### src/rtl/zbt_pixel_reader.sv
// Read side of the ZBT frame buffer: prefetches packed RGB666 pixel pairs ahead of
// the XGA raster and delivers 24-bit RGB with sync/blank on a 2-cycle pipeline.
module zbt_pixel_reader #(
    parameter int LATENCY = 2,
    parameter int H_TOTAL = 1344,
    parameter int V_TOTAL = 806,
    parameter int IMG_W   = 512,
    parameter int IMG_H   = 480
) (
    input  logic        clk,
    input  logic        reset,
    input  logic [10:0] hcount,
    input  logic [9:0]  vcount,
    input  logic        hsync,
    input  logic        vsync,
    input  logic        blank,
    output logic [18:0] vram_addr,
    input  logic [35:0] vram_read_data,
    output logic        vram_write_ok,
    output logic [23:0] pixel_rgb,
    output logic        hsync_out,
    output logic        vsync_out,
    output logic        blank_out
);

    function automatic logic [7:0] expand6(input logic [5:0] c6);
        return {c6, c6[5:4]};
    endfunction

    function automatic logic [23:0] rgb666_to_888(input logic [17:0] p);
        return {expand6(p[17:12]), expand6(p[11:6]), expand6(p[5:0])};
    endfunction

    logic [11:0]        t_sum_s;
    logic [11:0]        t_col_s;
    logic [9:0]         t_row_s;
    logic               t_valid_s;
    logic [18:0]        addr_r;
    logic [LATENCY:0]   rd_pipe_r;
    logic [LATENCY:0]   vld_pipe_r;
    logic [35:0]        word_r;
    logic               word_vld_r;
    logic               hc0_d1_r;
    logic               hsync_d1_r;
    logic               vsync_d1_r;
    logic               blank_d1_r;
    logic [17:0]        pix_sel_s;
    logic [23:0]        pix_next_s;
    logic [23:0]        pixel_r;
    logic               hsync_r;
    logic               vsync_r;
    logic               blank_r;

    // Prefetch target column/row for a read issued this cycle, wrapping line and frame.
    always_comb begin
        t_sum_s = {1'b0, hcount} + 12'(1 + LATENCY);
        t_col_s = t_sum_s;
        t_row_s = vcount;
        if (t_sum_s >= 12'(H_TOTAL)) begin
            t_col_s = t_sum_s - 12'(H_TOTAL);
            if ({1'b0, vcount} >= 11'(V_TOTAL - 1)) begin
                t_row_s = 10'd0;
            end else begin
                t_row_s = vcount + 10'd1;
            end
        end else begin
            t_col_s = t_sum_s;
        end
        t_valid_s = (t_col_s < 12'(IMG_W)) && ({1'b0, t_row_s} < 11'(IMG_H));
    end

    // Read-slot address register plus slot/valid tags that track the ZBT latency.
    always_ff @(posedge clk) begin
        if (reset) begin
            addr_r     <= 19'd0;
            rd_pipe_r  <= {(LATENCY + 1){1'b0}};
            vld_pipe_r <= {(LATENCY + 1){1'b0}};
        end else begin
            if (hcount[0]) begin
                addr_r <= {1'b0, t_row_s, t_col_s[8:1]};
            end
            rd_pipe_r  <= {rd_pipe_r[LATENCY-1:0], hcount[0]};
            vld_pipe_r <= {vld_pipe_r[LATENCY-1:0], hcount[0] & t_valid_s};
        end
    end

    // Capture the returning pixel pair when its read slot reaches the end of the latency pipe.
    always_ff @(posedge clk) begin
        if (reset) begin
            word_r     <= 36'd0;
            word_vld_r <= 1'b0;
        end else if (rd_pipe_r[LATENCY]) begin
            word_r     <= vram_read_data;
            word_vld_r <= vld_pipe_r[LATENCY];
        end else begin
            word_r     <= word_r;
            word_vld_r <= word_vld_r;
        end
    end

    // First stage of the raster delay line: pixel parity and sync/blank.
    always_ff @(posedge clk) begin
        if (reset) begin
            hc0_d1_r   <= 1'b0;
            hsync_d1_r <= 1'b1;
            vsync_d1_r <= 1'b1;
            blank_d1_r <= 1'b1;
        end else begin
            hc0_d1_r   <= hcount[0];
            hsync_d1_r <= hsync;
            vsync_d1_r <= vsync;
            blank_d1_r <= blank;
        end
    end

    // Pick the even/odd half of the pair and expand it, or force black.
    always_comb begin
        pix_sel_s  = 18'd0;
        pix_next_s = 24'd0;
        if (hc0_d1_r) begin
            pix_sel_s = word_r[17:0];
        end else begin
            pix_sel_s = word_r[35:18];
        end
        if (word_vld_r && !blank_d1_r) begin
            pix_next_s = rgb666_to_888(pix_sel_s);
        end else begin
            pix_next_s = 24'd0;
        end
    end

    // Output stage: pixel and sync/blank leave together two cycles after the raster.
    always_ff @(posedge clk) begin
        if (reset) begin
            pixel_r <= 24'd0;
            hsync_r <= 1'b1;
            vsync_r <= 1'b1;
            blank_r <= 1'b1;
        end else begin
            pixel_r <= pix_next_s;
            hsync_r <= hsync_d1_r;
            vsync_r <= vsync_d1_r;
            blank_r <= blank_d1_r;
        end
    end

    // The write slot must coincide with the even-hcount cycle itself, so this one is not registered.
    assign vram_write_ok = ~reset & ~hcount[0];
    assign vram_addr     = addr_r;
    assign pixel_rgb     = pixel_r;
    assign hsync_out     = hsync_r;
    assign vsync_out     = vsync_r;
    assign blank_out     = blank_r;

endmodule
### config.mk
export PLATFORM = sky130hd
export DESIGN_NAME = zbt_pixel_reader
export DESIGN_NICKNAME = d
export VERILOG_FILES = /design/src/rtl/zbt_pixel_reader.sv
export SDC_FILE = /design/constraint.sdc
export NUM_CORES = 1
export LEC_CHECK = 0
export CORE_MARGIN = 2
export CORE_UTILIZATION = 40
export CTS_BUF_LIST = sky130_fd_sc_hd__clkbuf_8
export DETAILED_ROUTE_END_ITERATION = 10
export GPL_ROUTABILITY_DRIVEN = 0
export PLACE_DENSITY = 0.72
export SLEW_MARGIN = 10
export SYNTH_ARGS = -nofsm -noshare
export SYNTH_HDL_FRONTEND = slang
export SYNTH_SLANG_ARGS = --single-unit
### constraint.sdc
create_clock -name clk -period 3.25 [get_ports clk]
set_clock_uncertainty 0.05 [all_clocks]
set_input_delay 0.65 -clock clk [delete_from_list [all_inputs] [get_ports clk]]
set_output_delay 0.65 -clock clk [all_outputs]
set_load 0.02 [all_outputs]
# Yosys cells after proc, flatten, opt, wreduce, memory -nomap -nowiden
# Index checks and enable logic that the tools add are counted.
[word_totals]
out_inout_bits = 47
in_bits = 62
regBits = 92
word_cells = 33
[op_classes]
n_reduce_logical = 4
magnitude_cmp = 4
muxes = 4
bitwise = 5
add_sub_neg = 3
[ops]
columns = ["operator", "count"]
rows = [
  ["$mux 10", 2],
  ["$mux 18", 1],
  ["$add 11x2->12 const B", 1],
  ["$ge 12x11->1 const B", 1],
  ["$lt 12x10->1 const B", 1],
  ["$mux 12", 1],
  ["$sub 12x11->12 const B", 1],
  ["$add 10x1->10 const B", 1],
  ["$ge 10x10->1 const B", 1],
  ["$lt 10x9->1 const B", 1],
  ["$not 1->1", 3],
  ["$and 1x1->1", 2],
  ["$logic_and 1x1->1", 2],
  ["$reduce_or 2->1", 1],
  ["$logic_not 1->1", 1],
]

# Longest topological paths before layout
[depth]
ltp_word = 6
ltp_mapped = 14
ltp_nobuf = 12

# Worst setup path after synthesis
# OpenSTA, ideal clock, no wires.
[synth_timing]
path_type = "input-to-reg"
from = "in hcount[0]"
to = "reg addr_r[16], in the netlist vram_addr[16]"
slack_ns = -0.165
setup_ns = 0.091
path_buffers = 2
t_required_ns = 3.109
arrival_time_ns = 3.275
path_stages = 14
cell_sequence = "buf_6 inv_1 ha_1 and4b_1 buf_4 nand2_1 xor2_1 ha_1 inv_1 nor2_1 o41ai_4 nand2_4 or3_1 a311oi_1"
[synth_between]
elab_chain_cells = 3
[synth_lines]
columns = ["element", "line", "rtl"]
rows = [
  ["from (decl)", "12", "input logic [10:0] hcount,"],
  ["$add 11x2->12", "56", "t_sum_s = {1'b0, hcount} + 12'(1 + LATENCY);"],
  ["$ge 12x11->1", "59", "if (t_sum_s >= 12'(H_TOTAL)) begin"],
  ["$mux 10", "59", ""],
  ["to (signal assigned)", "80", "addr_r <= {1'b0, t_row_s, t_col_s[8:1]};"],
  ["to (decl)", "38", "logic [18:0] addr_r;"],
]
# Several ways; a longest one is shown, not always the timed one.
# A chain may end at the register's enable or synchronous reset.

# Worst setup path in the final report
[layout_timing]
from = "in hcount[2]"
to = "reg addr_r[16], in the netlist vram_addr[16]"
[layout_between]
elab_chain_cells = 3
[layout_lines]
columns = ["element", "line"]
rows = [
  ["$add 11x2->12", "56"],
  ["$ge 12x11->1", "59"],
  ["$mux 10", "59"],
]
# No other way between the ends.

==> results.md <==
Outcome:
- The run finished with clean final reports.

Critical path:
- The dominant delay contributor by cell family on the critical path is simple AND/OR/NAND/NOR gates.
- The number of cells on the worst reg-to-reg path is 2.
- In this run the number of cells on the critical path is 12.
- The signal on the critical path passes through clkdlybuf4s50_1 > and4b_2 > nand2_4 > xor2_2 > ha_2 > inv_2 > nor2_1 > o41ai_4 > buf_4 > nand2_4 > or3_1 > a311oi_1.
- The critical path contains buffers and inverters numbering 3 combined.
- The critical path starts at hcount[2].
- STA puts the critical path data required time at ~3.5 ns.
- The highest cell delay on the worst timing path is 0.54 ns.
- STA classifies the critical path startpoint as a primary input.
- STA classifies the critical path endpoint as a flop.
- The worst flop-to-flop path startpoint is rd_pipe_r[2]$_SDFF_PP0_.
- The data arrival time of the critical path is 3.22 ns.
- Among the stages of the critical path, the cell type that occurs most often is nand2_4.
- The critical path is of the primary input to flop type.
- The maximum fanout along the worst path is 6.
- The critical-path cell with the highest stage delay is clkdlybuf4s50_1.

Pwr:
- Combinational logic is responsible for 16.4% of the overall power.
- The sequential fraction of design power is 50.2%.
- The clock network accounts for 33.4% of the total power.
- For this design the static power due to leakage is around 2 nW.
- The maximum vdd ir drop is 0.0002422 V.
- The ratio of total power to cell area is roughly 410 nW/um^2.
- For this design the total switching power over the nets is around 0.6 mW.
- The internal power component is 1.578 mW.
- The net switching fraction of the power is a little over a quarter.

Floorplan:
- The die is 100.8 um wide.
- The number of placement rows is 35.
- The total die area is 10,160 um^2.
- For this design the top-level I/O count stands at 109.
- The core region area is between 9000 and 10,000 um^2.
- The starting density of the core is 40.93%.
- The overall die height is 100.8 um.

Clock network:
- The longest clock path from root to sink contains 2 buffers.
- The later pin in the worst-skew pair is clocked with a latency of between 0.3 and 0.4 ns.
- The CTS tree is built.
- The number of clock buffers added by TritonCTS is 9.
- CTS saw 85 sinks.
- The clock tree synthesis step divided the H-tree into 3 levels.
- After clock tree synthesis, the clock-pin slew on the worst setup and hold paths is 0.09 ns.
- The CTS root buffer is clkbuf_8.

Synth:
- Among all flip-flop cells after synthesis, the most frequent one is dfxtp_1.
- Dividing the synthesized area by the synthesized cell count gives 9.484 um^2.
- The gate count after technology mapping is 395.
- Counting flops and latches in the post-synthesis netlist gives 85.
- Yosys mapped a number of flops with a built-in enable equal to 0.
- For this run, the number of Yosys warnings is 0.
- Synthesis produced a netlist with a net count of 464.
- The fraction of synthesis flops using an asynchronous set or reset pin is 0%.
- The synthesized netlist contains 57 unique library cells.
- The area of the mapped netlist is 3746 um^2.
- Sequential elements use 45.42% of the synthesized area.

Timing:
- The max-slew violation count is 0.
- The final critical-path setup slack is roughly 0.24 ns.
- For the pin with the worst max-slew slack, the measured transition is 1.129 ns.
- The final clock period utilization by the worst path is between 90% and 100%.
- The relative slew slack is 24.77%.
- The final setup TNS is 0 ns.
- The maximum operating frequency is 0.3317 GHz.
- The number of hold-slack violations in the final timing report is 0.
- For the finished layout, the period the worst path requires is 3.014 ns.
- Setup violations remaining at the end of the flow were counted as 0.
- Setup repair after global routing left no endpoint under its margin.

Hold path:
- The worst hold path belongs to the class flop to flop.
- The number of instances on the worst hold path is 2.
- The launch point of the worst hold path is blank_d1_r$_SDFF_PP1_.

Global routing:
- The global route total overflow is 0.
- The number of global-route vias before repair is 3,186.
- The pin count of the biggest net entering global routing is 56.
- The initial antenna violation count was 0.
- The combined global-route utilization of all metal layers is 18.43%.
- The first global-routing pass estimated 14,910 um of wire.

Routing:
- The number of DRC violations after detailed-routing iteration 0 is 82.
- The per-cell via count in the routed design is slightly above 5.
- For this run, design rule violations remaining after detail routing come to 0.
- The via count of the routed design is 3,249.
- Wires add up to approximately 9000 um.
- The first detailed-routing pass took 4 iterations.
- In this run the remaining antenna-violating nets after routing total 0.
- Dividing the detail-routed wire length by the instance count gives 14.41 um.

Placement:
- The cell count after placement is 617.
- The detailed-placement wirelength estimate is 6523 um.
- Port buffering added 107 buffers.
- Timing analysis after detailed placement gives a worst setup slack of -0.4374 ns.

Final layout:
- Compared with the post-synthesis result, the final layout area differs by 42.65%.
- The post-route netlist has about 16% of its cells at a drive strength greater than 1.
- The number of antenna repair diodes is 0.
- The total number of nets in the final design is around 590.
- The layout has 835 filler cells.
- The final non-filler cell total is 635.

Flow run:
- The tool flagged a number of max-cap violations equal to 0.
## per-layer routing
metal  track usage, %  vias to the layer above  share of wire (%)
met5                0                        -                  0
met4            7.587                        0                2.0
met3            2.774                       16                5.1
met2            31.28                       98                 47
met1            23.35                     1530                 46
li1                 -                     1605                  -
## per-stage QoR
step	util (%)	power, mW	hold slack, ns	area (um^2)
after floorplan	-	1.282	0.3380	3796
after global placement	55.71	1.458	0.3425	5099
after detailed placement	55.71	1.464	0.3457	5099
after CTS	58.07	2.191	0.3594	5315
after global routing	58.39	2.279	0.3763	5344
final	58.39	2.175	0.3612	5344
## cell type report
| class | instances | area (um^2) | area share [%] |
|---|---|---|---|
| repair buffers | 146 | 1360 | 25.45 |
| clock inverters | 6 | 52.55 | 0.9834 |
| inverters | 11 | 46.29 | 0.8663 |
| clock buffers | 10 | 137.6 | 2.576 |
| multi-input cells | 266 | 1906 | 35.66 |
| well taps | 111 | 138.9 | 2.599 |
| flip-flops and latches | 85 | 1703 | 31.87 |
## path summary, 6_finish.rpt
check	slack (ns)	end
max reg2reg	1.61	word_r[17]$_SDFFE_PP0P_
max	0.24	vram_addr[16]$_SDFFE_PP0P_
min reg2reg	0.36	blank_out$_SDFF_PP1_
min	0.36	blank_out$_SDFF_PP1_
## repair_timing
action	4_1_cts	5_1_grt
pin swaps	0	4
setup buffers	1	1
endpoints found under the hold margin	0	0
hold buffers	0	0
setup endpoints to repair	1	13
gates resized for setup	5	6
## Yosys cell counts (all sizes together), types with 3 or more instances
library cell | n | area (um^2)
o21ai | 14 | 70.06
mux2i | 55 | 550.5
buf | 17 | 113.9
a21oi | 8 | 40.04
a31oi | 3 | 18.77
xnor2 | 5 | 43.79
a211oi | 4 | 30.03
and3 | 5 | 31.28
xor2 | 3 | 26.28
nand2 | 16 | 67.56
ha | 7 | 87.58
dfxtp | 85 | 1702
nor3 | 3 | 20.02
nor2 | 71 | 266.5
o211ai | 7 | 52.55
clkbuf | 16 | 60.06
or2 | 6 | 37.54
a22o | 6 | 52.55
nor2b | 12 | 75.07
a22oi | 4 | 30.03
inv | 11 | 41.29
## power by group through the flow
stage / registers [mW] / clock network (mW) / logic [mW]
6_report: 1.09 / 0.727 / 0.356
5_1_grt: 1.10 / 0.797 / 0.385
4_1_cts: 1.09 / 0.745 / 0.353
3_5_place_dp: 1.12 / 0 / 0.348
3_3_place_gp: 1.12 / 0 / 0.342
2_1_floorplan: 1.13 / 0 / 0.152
## cell usage in the layout (no fill, tap or decap), drive strengths merged, types with 3 or more instances in the layout
master and count:
a22o 6, nor2b 12, buf 40, dfxtp 85, a211oi 4, xnor2 5, mux2i 55, and3 5
inv 15, a31oi 3, o21ai 14, nor3 3, xor2 3, o211ai 7, nand2 16, a21oi 8
ha 7, clkbuf 10, clkdlybuf4s50 104, nor2 71, a22oi 4, or2 6
## tightest hold or removal path: stages, from the launching register on
cell and delay (ns):
dfxtp_1 0.31, nor2_1 0.04, inv_1 0.04
## sequential cells by signal (all words and copies together) (netlist names)
register,cells
word_r,36
hsync_out,1
hsync_d1_r,1
vram_addr,18
vsync_d1_r,1
blank_out,1
vsync_out,1
pixel_rgb,18
word_vld_r,1
blank_d1_r,1
vld_pipe_r,3
rd_pipe_r,3
## cell families (layout without fill, tap and decap cells)
kind of cell | count (synthesis) | count (layout) | share of synthesized area, %
AND/OR/NAND/NOR | 130 | 130 | 16.53
buffers and inverters | 44 | 173 | 5.745
multiplexers | 55 | 55 | 14.70
AO/OA/AOI/OAI | 65 | 65 | 13.29
other | 1 | 1 | 0.1001
adder cells (fa/ha/maj) | 7 | 7 | 2.338
XOR/XNOR | 8 | 8 | 1.870
flip-flops | 85 | 85 | 45.42
(Power assumes the default switching activity.)
